==> config.mk <==
export PLATFORM = sky130hd
export DESIGN_NAME = i2s_tx
export DESIGN_NICKNAME = d
export VERILOG_FILES = /design/src/rtl/audio_pkg.sv /design/src/rtl/i2s_clkgen.sv /design/src/rtl/i2s_tx.sv
export SDC_FILE = /design/constraint.sdc
export NUM_CORES = 1
export LEC_CHECK = 0
export ABC_AREA = 0
export CAP_MARGIN = 30
export CELL_PAD_IN_SITES_DETAIL_PLACEMENT = 0
export CELL_PAD_IN_SITES_GLOBAL_PLACEMENT = 1
export CORE_MARGIN = 2
export CORE_UTILIZATION = 43
export CTS_BUF_LIST = sky130_fd_sc_hd__clkbuf_8 sky130_fd_sc_hd__clkbuf_16
export DETAILED_ROUTE_END_ITERATION = 6
export DONT_BUFFER_PORTS = 1
export PLACE_DENSITY_LB_ADDON = 0.1
export SLEW_MARGIN = 25
export SYNTH_ARGS = -nofsm -noshare
export SYNTH_HDL_FRONTEND = slang
export SYNTH_SLANG_ARGS = --single-unit
==> constraint.sdc <==
create_clock -name clk -period 2 [get_ports clk]
set_input_delay 0.4 -clock clk [delete_from_list [all_inputs] [get_ports clk]]
set_output_delay 0.4 -clock clk [all_outputs]
set_load 0.01 [all_outputs]
==> src/rtl/audio_pkg.sv <==
// Shared audio-path constants, sample types and the offset-binary to
// two's-complement conversion used by the I2S serializer.
package audio_pkg;
   localparam int SAMPLE_W     = 18;
   localparam int FRAME_BITS   = 64;
   localparam int SLOT_BITS    = 32;
   localparam int TICK_SLOT    = 48;
   localparam int CAPTURE_SLOT = 63;

   typedef logic [SAMPLE_W-1:0] sample_t;

   localparam sample_t MIDSCALE = 18'h20000;

   typedef struct packed {
      sample_t l;
      sample_t r;
   } stereo_t;

   // Offset binary and two's complement differ only in the MSB.
   function automatic sample_t offset_to_twos(input sample_t s);
      return s ^ MIDSCALE;
   endfunction
endpackage

==> src/rtl/i2s_clkgen.sv <==
// BCLK divider and 64-slot frame counter; every output is a flop or a
// decode of one flop, so bclk/lrclk are glitch-free.
module i2s_clkgen #(
   parameter int BCLK_HALF = 8
) (
   input  logic       clk,
   input  logic       rst,
   output logic       bclk,
   output logic       lrclk,
   output logic       fall_en,
   output logic [5:0] slot
);
   localparam int DIV_W = $clog2(2 * BCLK_HALF);
   localparam logic [DIV_W-1:0] DIV_LAST = DIV_W'(2 * BCLK_HALF - 1);
   localparam logic [DIV_W-1:0] DIV_HALF = DIV_W'(BCLK_HALF);

   logic [DIV_W-1:0] div_q, div_d;
   logic [5:0]       slot_q, slot_d;
   logic             bclk_q, bclk_d;
   logic             lrclk_q, lrclk_d;

   // fall_en marks the cycle whose closing edge is the BCLK falling edge.
   always_comb begin
      fall_en = (div_q == DIV_LAST);
      div_d   = fall_en ? '0 : div_q + 1'b1;
      slot_d  = fall_en ? slot_q + 6'd1 : slot_q;
      bclk_d  = (div_d >= DIV_HALF);
      lrclk_d = slot_d[5];
   end

   always_ff @(posedge clk) begin
      if (rst) begin
         div_q   <= '0;
         slot_q  <= '0;
         bclk_q  <= 1'b0;
         lrclk_q <= 1'b0;
      end else begin
         div_q   <= div_d;
         slot_q  <= slot_d;
         bclk_q  <= bclk_d;
         lrclk_q <= lrclk_d;
      end
   end

   assign bclk  = bclk_q;
   assign lrclk = lrclk_q;
   assign slot  = slot_q;
endmodule

==> src/rtl/i2s_tx.sv <==
// I2S transmitter and audio timing master: frame tick, stereo capture,
// offset-to-two's-complement conversion and MSB-first serialization.
module i2s_tx
   import audio_pkg::*;
#(
   parameter int BCLK_HALF = 8
) (
   input  logic                clk,
   input  logic                rst,
   input  logic [SAMPLE_W-1:0] sound_l,
   input  logic [SAMPLE_W-1:0] sound_r,
   input  logic                mute,
   output logic                tick48k,
   output logic                i2s_bclk,
   output logic                i2s_lrclk,
   output logic                i2s_sdata
);
   logic       fall_en;
   logic [5:0] slot, slot_nxt;

   i2s_clkgen #(.BCLK_HALF(BCLK_HALF)) u_clkgen (
      .clk    (clk),
      .rst    (rst),
      .bclk   (i2s_bclk),
      .lrclk  (i2s_lrclk),
      .fall_en(fall_en),
      .slot   (slot)
   );

   stereo_t hold_q, hold_d;
   sample_t sr_q, sr_d;
   logic    sdata_q, sdata_d;
   logic    tick_q, tick_d;
   logic    slot_start_q, slot_start_d;

   always_comb begin
      slot_nxt     = slot + 6'd1;
      slot_start_d = fall_en;
      tick_d       = fall_en && (slot_nxt == 6'(TICK_SLOT));

      hold_d = hold_q;
      if (slot_start_q && (slot == 6'(CAPTURE_SLOT))) begin
         if (mute) begin
            hold_d = '0;
         end else begin
            hold_d.l = offset_to_twos(sound_l);
            hold_d.r = offset_to_twos(sound_r);
         end
      end

      // One-bit I2S delay: load on the slot before the MSB, shift after.
      sr_d    = sr_q;
      sdata_d = sdata_q;
      if (fall_en) begin
         sdata_d = 1'b0;
         if (slot_nxt == 6'd0) begin
            sr_d = hold_q.l;
         end else if (slot_nxt == 6'(SLOT_BITS)) begin
            sr_d = hold_q.r;
         end else if ((slot_nxt[4:0] != 5'd0) && (slot_nxt[4:0] <= 5'(SAMPLE_W))) begin
            sdata_d = sr_q[SAMPLE_W-1];
            sr_d    = {sr_q[SAMPLE_W-2:0], 1'b0};
         end
      end
   end

   always_ff @(posedge clk) begin
      if (rst) begin
         hold_q       <= '0;
         sr_q         <= '0;
         sdata_q      <= 1'b0;
         tick_q       <= 1'b0;
         slot_start_q <= 1'b0;
      end else begin
         hold_q       <= hold_d;
         sr_q         <= sr_d;
         sdata_q      <= sdata_d;
         tick_q       <= tick_d;
         slot_start_q <= slot_start_d;
      end
   end

   assign tick48k   = tick_q;
   assign i2s_sdata = sdata_q;
endmodule

# Word level (Yosys, flattened, before mapping)
# Cells that the tools add are included.
# Widths: inputs -> output; s select.
[word_totals] register_bits=68 in_bits=39 output_inout_bits=4 elab_cells=36
[op_classes] n_addsub=2 magnitude_cmp=2 eq_ne=4 mux=9 n_bitwise=2 reduce_logical=7
[op_table] cell="$mux 18" count=3
[op_table] cell="$mux 36" count=1
[op_table] cell="$eq 6x6->1 const B" count=3
[op_table] cell="$add 6x1->6 const B" count=1
[op_table] cell="$logic_not 6->1" count=1
[op_table] cell="$mux 6" count=1
[op_table] cell="$le 5x5->1 const B" count=1
[op_table] cell="$reduce_bool 5->1" count=1
[op_table] cell="$add 4x1->4 const B" count=1
[op_table] cell="$eq 4x4->1 const B" count=1
[op_table] cell="$ge 4x4->1 const B" count=1
[op_table] cell="$mux 4" count=1
[op_table] cell="$logic_and 1x1->1" count=3
[op_table] cell="$mux 1" count=3
[op_table] cell="$reduce_bool 3->1" count=1
[op_table] cell="$not 1->1" count=2
[op_table] cell="$reduce_and 2->1" count=1

# Depth between registers and ports, before layout
# Gate-level depths: netlist of run 1.
[logic_depth] word_depth=6 ltp_mapped=10 depth_no_buf=7

# Cells and area by module
# Synthesis of run 1 repeated with hierarchy kept, for this count alone.
[hier_totals] cells_unflattened=344 area_unflattened_um2=3124.2
[by_module_without_submodules] module="i2s_tx" n_inst=1 cells_each=299 area_per_inst_um2=2705.1 seq_area_each_um2=1141.1
[by_module_without_submodules] module="i2s_clkgen" n_inst=1 cells_each=45 area_per_inst_um2=419.2 seq_area_each_um2=200.2

# Worst setup path after synthesis of run 1
# OpenSTA, ideal clock, no wires.
[synth_timing] path_kind="reg-to-reg" from="register u_clkgen.slot_q[1] (netlist: u_clkgen.slot[1])" to="register sr_q[10]" setup_time_ps=86 arrival_time_ps=2062 required_ps=1914 path_slack_ps=-149 stages_incl_launch_ff=11 n_path_buf=3 synth_period_minus_slack_ps=2149 cell_sequence="dfxtp_1 -> inv_1 -> ha_1 -> o21ai_0 -> or4_1 -> o31a_1 -> buf_6 -> nand2b_4 -> buf_6 -> buf_6 -> a221oi_2"
[synth_via] elab_chain_cells=5 word_cells_on_any_way=10 classes_between="add/sub: 1; order compare: 1; eq/ne: 1; mux: 2; reduce/logical: 5"
[synth_rtl] element="start: declaration" line="i2s_clkgen.sv:18" text="logic [5:0] slot_q, slot_d;"
[synth_rtl] element="start signal: assignment" line="i2s_clkgen.sv:39" text="slot_q <= slot_d;"
[synth_rtl] element="$add 6x1->6 (*)" line="i2s_tx.sv:37" text="slot_nxt = slot + 6'd1;"
[synth_rtl] element="$le 5x5->1 or $reduce_bool 5->1 (tied branches)" line="i2s_tx.sv:60" text="end else if ((slot_nxt[4:0] != 5'd0) && (slot_nxt[4:0] <= 5'(SAMPLE_W))) begin"
[synth_rtl] element="$logic_and 1x1->1" line="i2s_tx.sv:60"
[synth_rtl] element="$reduce_bool 3->1 (no line)"
[synth_rtl] element="$reduce_and 2->1 (no line)"
[synth_rtl] element="end signal: assignment" line="i2s_tx.sv:76" text="sr_q <= sr_d;"
[synth_rtl] element="end: declaration" line="i2s_tx.sv:31" text="sample_t sr_q, sr_d;"
# Mark *: on every way between the ends. The rest lies on a longest branch, timed or not.
# A chain may end at the register's enable or synchronous reset.

# Worst setup path in the final report of run 1
[layout_timing] from="register u_clkgen.slot_q[1] (netlist: u_clkgen.slot[1])" to="register sdata_q (netlist: i2s_sdata)"
[layout_via] elab_chain_cells=6 word_cells_on_any_way=9 classes_between="add/sub: 1; order compare: 1; eq/ne: 1; mux: 3; reduce/logical: 3"
[layout_rtl] element="$add 6x1->6 (*)" line="i2s_tx.sv:37"
[layout_rtl] element="$le 5x5->1 or $reduce_bool 5->1 (tied branches)" line="i2s_tx.sv:60"
[layout_rtl] element="$logic_and 1x1->1" line="i2s_tx.sv:60"
[layout_rtl] element="$mux 1" line="i2s_tx.sv:60"
[layout_rtl] element="$mux 1" line="i2s_tx.sv:58" text="end else if (slot_nxt == 6'(SLOT_BITS)) begin"
[layout_rtl] element="$mux 1 (*)" line="i2s_tx.sv:56" text="if (slot_nxt == 6'd0) begin"
[layout_rtl] element="end signal: assignment" line="i2s_tx.sv:77" text="sdata_q <= sdata_d;"
[layout_rtl] element="end: declaration" line="i2s_tx.sv:32" text="logic sdata_q, sdata_d;"
# Marked as above.

==> impl_metrics.tcl, run 1 <==
set metrics [dict create \
    outcome "finished, violations left" \
    failed_checks "setup timing" \
    placed_area_sq_mm 0.003463 \
    total_die_area_sq_mm 0.008292 \
    maxSlewHeadroom_pct 76.40 \
    die_w_um 91.06 \
    setup-tns-final_ns -0.01507 \
    multi_input_area_sq_mm 0.002023 \
    via_count 2734 \
    worstReg2RegEnd "i2s_sdata" \
    floorplan.rows 31 \
    numPortBuffers 0 \
    vertical_die_dimension_um 91.06 \
    ys_async_sr_fraction_pct 0 \
    clock_tree.htree_level_count 3 \
    critical-path-top-delay-family "compound AO/OA/AOI/OAI gates" \
    yosys_warnings 0 \
    grt_setup_unrepaired "true" \
    stdcell_area_sq_mm 0.004073 \
    worst-endpoint-arrival_ns 2.29 \
    cts_setup_buffers 0 \
    crit_chain "inv_2 > ha_4 > nor2_2 > o311a_1 > o31a_4 > or4_1 > a21oi_1" \
    timing.final.setup_violations 2 \
    synth_enable_flop_cells 0 \
    ys_types 42 \
    total_number_of_nets_in_the_final_design 426 \
    coreArea_sq_mm 0.007292 \
    cell_at_the_root_of_the_clock_tree "sky130_fd_sc_hd__clkbuf_8" \
    cellPowerDensity_mw_per_mm2 637.1 \
    drt-total-wl_um 8025 \
    gpl.final_weighted_congestion 0.7578 \
    timing.max_cap.violations 0 \
    io-pin-count 43 \
    syn-mean-instance-area_sq_um 8.577 \
    initial_core_util_pct 44.70 \
    grt_first_pass_wirelength_um 12800 \
    final_hold_viol_count 0 \
    tightest_slew_ns 0.3540 \
    drc 0 \
    synth.cell_area_sq_mm 0.003259 \
    crit_path_end_kind "flip-flop" \
    reg2reg_depth 7 \
    postRouteAntennaNets 0 \
    clk-insertion-delay-late_ns 0.34 \
    clock-sinks 68 \
    pin_count_of_the_biggest_net_entering_global_routing 68 \
    tritoncts.num_buffers 9 \
    antenna_found_initial 0 \
    r2r-start "u_clkgen.slot[1]" \
    synth.yosys.seq_area_share_pct 41.77 \
    achievable-frequency_mhz 498.0 \
    timing.final.crit_share_pct 100.4 \
    postSynthCellCount 380 \
    worst_path_max_delay_cell "sky130_fd_sc_hd__or4_1" \
    vdd_drop_max_mv 0.3643 \
    drive_above_1_share_pct 23.97 \
    clock_skew_ns 0.01108 \
    first_global_vias 2492 \
    start_kind "flip-flop" \
    avgViaCountPerCell 5.614 \
    ctsHoldBuffers 0 \
    final_core_utilization_pct 55.85 \
    grt_use_total_pct 19.35 \
    seqCellArea_sq_mm 0.001369 \
    grt-ovfl-total 0 \
    filler_cell_count 723 \
    place_hpwl_um 4923 \
    n_antenna_cell 0 \
    clock_tree.buffer_depth 2 \
    synthesis.nets 423 \
    whs_path_depth 1 \
    worst_setup_hold_path_clk_slew_ns 0.08 \
    crit_buf_inv 1 \
    worst-r2r-setup-slack_ns -0.008 \
    place_ws_ns -0.08536 \
    synth.ff_latch_count 68 \
    critPathKind "reg2reg" \
    req_time_crit_path_ns 2.28 \
    hold-path-endpoint "u_clkgen.slot[1]" \
    period_needed_ns 2.008 \
    yosys_most_used_dff "sky130_fd_sc_hd__dfxtp_1" \
    min_path_type "in2reg" \
    avgRoutedWirePerCell_um 16.48 \
    drt_iter0_markers 123 \
    total_leakage_power_nw 1.343 \
    worst_hold_startpoint "rst" \
    timing.critical_path.fanout_max 8 \
    synthToLayoutAreaGrowth_pct 24.95 \
    cts_tree "yes" \
    final_critical_path_setup_slack_ns -0.008034 \
    slowest_delay_ns 0.41 \
    drt_first_pass_iters 4 \
    timing.final.max_slew_violations 0 \
]
[final cells by class]
cell class | count | share of cell area [%]
Clock inverter | 7 | 2.089
Sequential cell | 68 | 33.61
Inverter | 19 | 1.751
Timing Repair Buffer | 25 | 6.790
Multi-Input combinational cell | 260 | 49.68
Clock buffer | 9 | 3.041
Tap cell | 99 | 3.041
[cells in the final DEF, fill, tap and decap left out, drive strengths merged, types with 2 or more instances in the layout]
cell type,instances
nor2,12
nand3b,34
dfxtp,68
a21boi,18
a21oi,39
inv,22
or3,2
o31ai,17
clkinv,2
and3,18
ha,4
buf,25
a311oi,2
nor3,5
nor2b,2
or4,2
xnor2,5
bufinv,2
o21ai,20
nand2,40
nand2b,4
a221oi,17
clkbuf,9
nand3,5
[what timing repair did]
item                       CTS  global route
hold endpoints to repair     0             0
pin swaps                    3            13
gates cloned                 3             2
setup endpoints to repair   19            19
gates resized for setup     26            48
[synthesized netlist by cell type (all sizes together) (2+ instances only)]
cell type  instances  area [sq um]
a21boi            18         135.1
a21oi             39         195.2
a221oi            17         205.2
a311oi             2         17.52
and3              18         112.6
buf               10         67.56
clkbuf            26         97.59
dfxtp             68          1361
ha                 4         50.05
inv               19         71.31
nand2             40         150.1
nand3              5         25.02
nand3b            34         255.2
nor2              12         45.04
nor2b              2         12.51
nor3               5         25.02
o21ai             20         100.1
o31ai             17         127.6
or3                2         12.51
or4                2         15.01
xnor2              5         43.79
[worst reg2reg max path: stages (launching register included)]
cell and delay, ns:
sky130_fd_sc_hd__dfxtp_4 0.40, sky130_fd_sc_hd__inv_2 0.05, sky130_fd_sc_hd__ha_4 0.27, sky130_fd_sc_hd__nor2_2 0.04, sky130_fd_sc_hd__o311a_1 0.29, sky130_fd_sc_hd__o31a_4 0.34, sky130_fd_sc_hd__or4_1 0.41, sky130_fd_sc_hd__a21oi_1 0.14
[logic make-up after synthesis]
kind of cell	after synthesis	synth area share, %
and+or+nand+nor	126	21.73
AOI/OAI and AO/OA	120	25.76
DFF	68	41.77
buffers and inverters	55	7.255
xor gates and xnor gates	6	1.612
adders and majority gates	4	1.536
muxes	1	0.3455
[routing by layer]
layer | global-route usage [%] | share of wire, % | vias to the layer above
met3 | 4.398 | 4.0 | 7
met4 | 4.924 | 0.85 | 0
li1 | - | - | 1377
met5 | 0 | 0 | -
met1 | 26.51 | 48 | 1297
met2 | 30.86 | 48 | 53
[flip-flops by register name, indices dropped and copies added, names as in the netlist]
signal / count
hold_q: 36
sr_q: 18
u_clkgen.slot: 5
u_clkgen.div_q: 4
i2s_sdata: 1
slot_start_q: 1
tick48k: 1
u_clkgen.bclk: 1
u_clkgen.lrclk: 1
[worst max-delay path by stage]
stage | start | end | slack (ns) | cells after the start
after floorplan | u_clkgen.slot[1] | sr_q[10] | -0.05 | 10
after global placement | u_clkgen.slot[1] | sr_q[13] | -0.03 | 8
after detailed placement | u_clkgen.slot[0] | sr_q[4] | -0.09 | 6
after CTS | u_clkgen.slot[0] | sr_q[16] | -0.03 | 7
after global routing | u_clkgen.slot[1] | sr_q[13] | -0.10 | 7
final | u_clkgen.slot[1] | i2s_sdata | -0.008 | 7
[stage by stage]
step / hold WS [ns] / total power [mW] / cells
after floorplan: 0.4274 / 1.436 / 380
after global placement: 0.4314 / 1.415 / 466
after detailed placement: 0.4371 / 1.415 / 466
after CTS: 0.1112 / 2.622 / 485
after global routing: 0.09416 / 2.705 / 487
final: 0.1146 / 2.595 / 487
[power by group]
part	switching, mW	internal [mW]
registers	0.00535	1.36
clock network	0.523	0.689
logic	0.00442	0.0174
No activity file was read; power rests on OpenSTA's default activity.
==> run 2: changes to the inputs <==
Settings changed: ABC_AREA 0 to 1, CORE_UTILIZATION 43 to 41, SLEW_MARGIN 25 to not set.
==> run 2 against run 1 <==
Compared with the run above: the run now ends clean; clock-buffer cell count rose by 1; clock power rose by 17%; worst setup slack improved by 0.19 ns; non-clock buffer count fell by 19; via count fell by 3.4%; critical endpoint is now sr_q[16]; highest routed layer unchanged.
==> impl_metrics.tcl, run 2 <==
set metrics [dict create \
    drt_first_pass_iters 4 \
    synth_most_common_cell "sky130_fd_sc_hd__nand2_1" \
    via_count 2641 \
    crit_path_end_kind "flip-flop" \
    place.detailed.instances 533 \
    clk-insertion-delay-late_ns 0.35 \
    synth.yosys.seq_area_share_pct 42.35 \
    min_path_type "in2reg" \
    grt-ovfl-total 0 \
    avgRoutedWirePerCell_um 13.03 \
    achievable-frequency_mhz 549.0 \
    final_hold_viol_count 0 \
    timing.critical_path.fanout_max 18 \
    synth_enable_flop_cells 0 \
    hold-path-endpoint "hold_q[23]" \
    syn-mean-instance-area_sq_um 7.191 \
    initial_core_util_pct 42.03 \
    netlist_top_cells_count "sky130_fd_sc_hd__nand2_1, sky130_fd_sc_hd__dfxtp_1, sky130_fd_sc_hd__nand3_1" \
    grt_setup_unrepaired "false" \
    synthToLayoutAreaGrowth_pct 9.537 \
    placed_area_sq_mm 0.003264 \
    period_needed_ns 1.821 \
    timing.final.crit_share_pct 91.07 \
    grt_use_total_pct 17.89 \
    stdcell_area_sq_mm 0.003521 \
    whs_path_depth 1 \
    cts_tree "yes" \
    grt_first_pass_wirelength_um 12080 \
    worst-endpoint-arrival_ns 2.11 \
    tritoncts.num_buffers 9 \
    postRouteAntennaNets 0 \
    antenna_found_initial 0 \
    total_leakage_power_nw 1.447 \
    total_number_of_nets_in_the_final_design 485 \
    clock_tree.htree_level_count 3 \
    die_w_um 92.54 \
    coreArea_sq_mm 0.007647 \
    max_flop_register "hold_q" \
    r2r-start "u_clkgen.slot[1]" \
    synthesis.nets 490 \
    critPathKind "reg2reg" \
    worstReg2RegEnd "sr_q[16]" \
    place_hpwl_um 4707 \
    pin_count_of_the_biggest_net_entering_global_routing 39 \
    first_global_vias 2488 \
    clock_skew_ns 0.008915 \
    avgViaCountPerCell 4.811 \
    drt_iter0_markers 90 \
    drc 0 \
    vdd_drop_max_mv 0.3673 \
    final_critical_path_setup_slack_ns 0.1786 \
    start_kind "flip-flop" \
    ys_async_sr_fraction_pct 0 \
    synth.cell_area_sq_mm 0.003214 \
    yosys_most_used_dff "sky130_fd_sc_hd__dfxtp_1" \
    gpl.final_weighted_congestion 0.8173 \
    drt-total-wl_um 7156 \
    vertical_die_dimension_um 92.54 \
    total_die_area_sq_mm 0.008564 \
    io-pin-count 43 \
    timing.final.setup_violations 0 \
    synth.ff_latch_count 68 \
    postSynthCellCount 447 \
    cellPowerDensity_mw_per_mm2 798.1 \
    worst-r2r-setup-slack_ns 0.18 \
    place_ws_ns 0.06286 \
    largest_register_ffs 36 \
    drive_above_1_share_pct 10.07 \
    tightest_slew_ns 0.9476 \
    maxSlewHeadroom_pct 36.43 \
    layout.cells.most_common "sky130_fd_sc_hd__nand2_1" \
    timing.max_cap.violations 0 \
    ys_types 34 \
    outcome "finished, final reports clean" \
    fin_cells 549 \
    clock_tree.buffer_depth 2 \
    worst_hold_startpoint "rst" \
    numPortBuffers 0 \
    yosys_warnings 0 \
    clock-sinks 68 \
    yosys.area.top_type_share_pct 42.35 \
    setup-tns-final_ns 0 \
    final_core_utilization_pct 46.04 \
    timing.final.max_slew_violations 0 \
    synth.largest_area_cell "sky130_fd_sc_hd__dfxtp_1" \
    reg2reg_depth 11 \
    worst_setup_hold_path_clk_slew_ns 0.08 \
    req_time_crit_path_ns 2.28 \
    n_antenna_cell 0 \
    cell_at_the_root_of_the_clock_tree "sky130_fd_sc_hd__clkbuf_8" \
    cts_setup_buffers 0 \
    ys_top_cells_by_area "sky130_fd_sc_hd__dfxtp_1, sky130_fd_sc_hd__nand2_1, sky130_fd_sc_hd__nand3_1" \
    floorplan.rows 32 \
    layout_common_cells "sky130_fd_sc_hd__nand2_1, sky130_fd_sc_hd__dfxtp_1, sky130_fd_sc_hd__nand3_1" \
]
[run 2: cell families after synthesis]
| group | share of synthesized area [%] |
|---|---|
| compound gates | 8.914 |
| flops | 42.35 |
| simple gates | 37.56 |
| buf+inv | 8.485 |
| xor+xnor | 1.129 |
| fa+ha+maj | 1.557 |
[run 2: metal layers]
metal	GRT usage, %	part of all wire (%)	up-vias
li1	-	-	1403
met3	5.045	4.3	10
met5	0	0	-
met2	29.01	47	45
met1	22.91	48	1183
met4	5.970	1.3	0
[run 2: stage by stage]
step / hold WS (ns) / power (mW)
2_1_floorplan: 0.4179 / 1.425
3_3_place_gp: 0.4309 / 1.425
3_5_place_dp: 0.4366 / 1.426
4_1_cts: 0.09703 / 2.847
5_1_grt: 0.08526 / 2.919
6_report: 0.1149 / 2.810
[run 2: worst max path at each step]
stage,depth (start not counted),end,startpoint
after global routing,10,sr_q[0],u_clkgen.slot[1]
final,11,sr_q[16],u_clkgen.slot[1]
after global placement,10,sr_q[0],u_clkgen.slot[1]
after floorplan,11,sr_q[10],u_clkgen.slot[0]
after detailed placement,10,sr_q[0],u_clkgen.slot[1]
after CTS,10,sr_q[0],u_clkgen.slot[1]
[run 2: where the power goes]
group	internal, mW	leakage, nW	switching (mW)
clock network	0.862	0.122	0.554
registers	1.36	0.548	0.00350
logic	0.00726	0.777	0.0249
total	2.23	1.45	0.583
[run 2: cell type report]
type,instances,area [sq um]
Clock buffer,10,137.6
Clock inverter,6,111.4
Fill cell,813,4126
Inverter,33,125.1
Multi-Input combinational cell,324,1588
Sequential cell,68,1361
Tap cell,102,127.6
Timing Repair Buffer,6,70.07
[run 2: what timing repair did]
item | CTS | global route
endpoints found under the setup margin | 0 | 19
hold buffers | 0 | 0
endpoints found under the hold margin | 0 | 0
resized for setup | 0 | 2
[run 2: worst max-delay path, stage by stage (launching register included)]
cell	delay [ns]
sky130_fd_sc_hd__dfxtp_1	0.44
sky130_fd_sc_hd__ha_2	0.29
sky130_fd_sc_hd__nand2_1	0.09
sky130_fd_sc_hd__clkinv_2	0.09
sky130_fd_sc_hd__nand2_4	0.06
sky130_fd_sc_hd__nand2_8	0.10
sky130_fd_sc_hd__nand3_4	0.10
sky130_fd_sc_hd__nor2_8	0.25
sky130_fd_sc_hd__nand2_1	0.09
sky130_fd_sc_hd__nand2_1	0.11
sky130_fd_sc_hd__nor2_1	0.05
sky130_fd_sc_hd__nor2_1	0.08
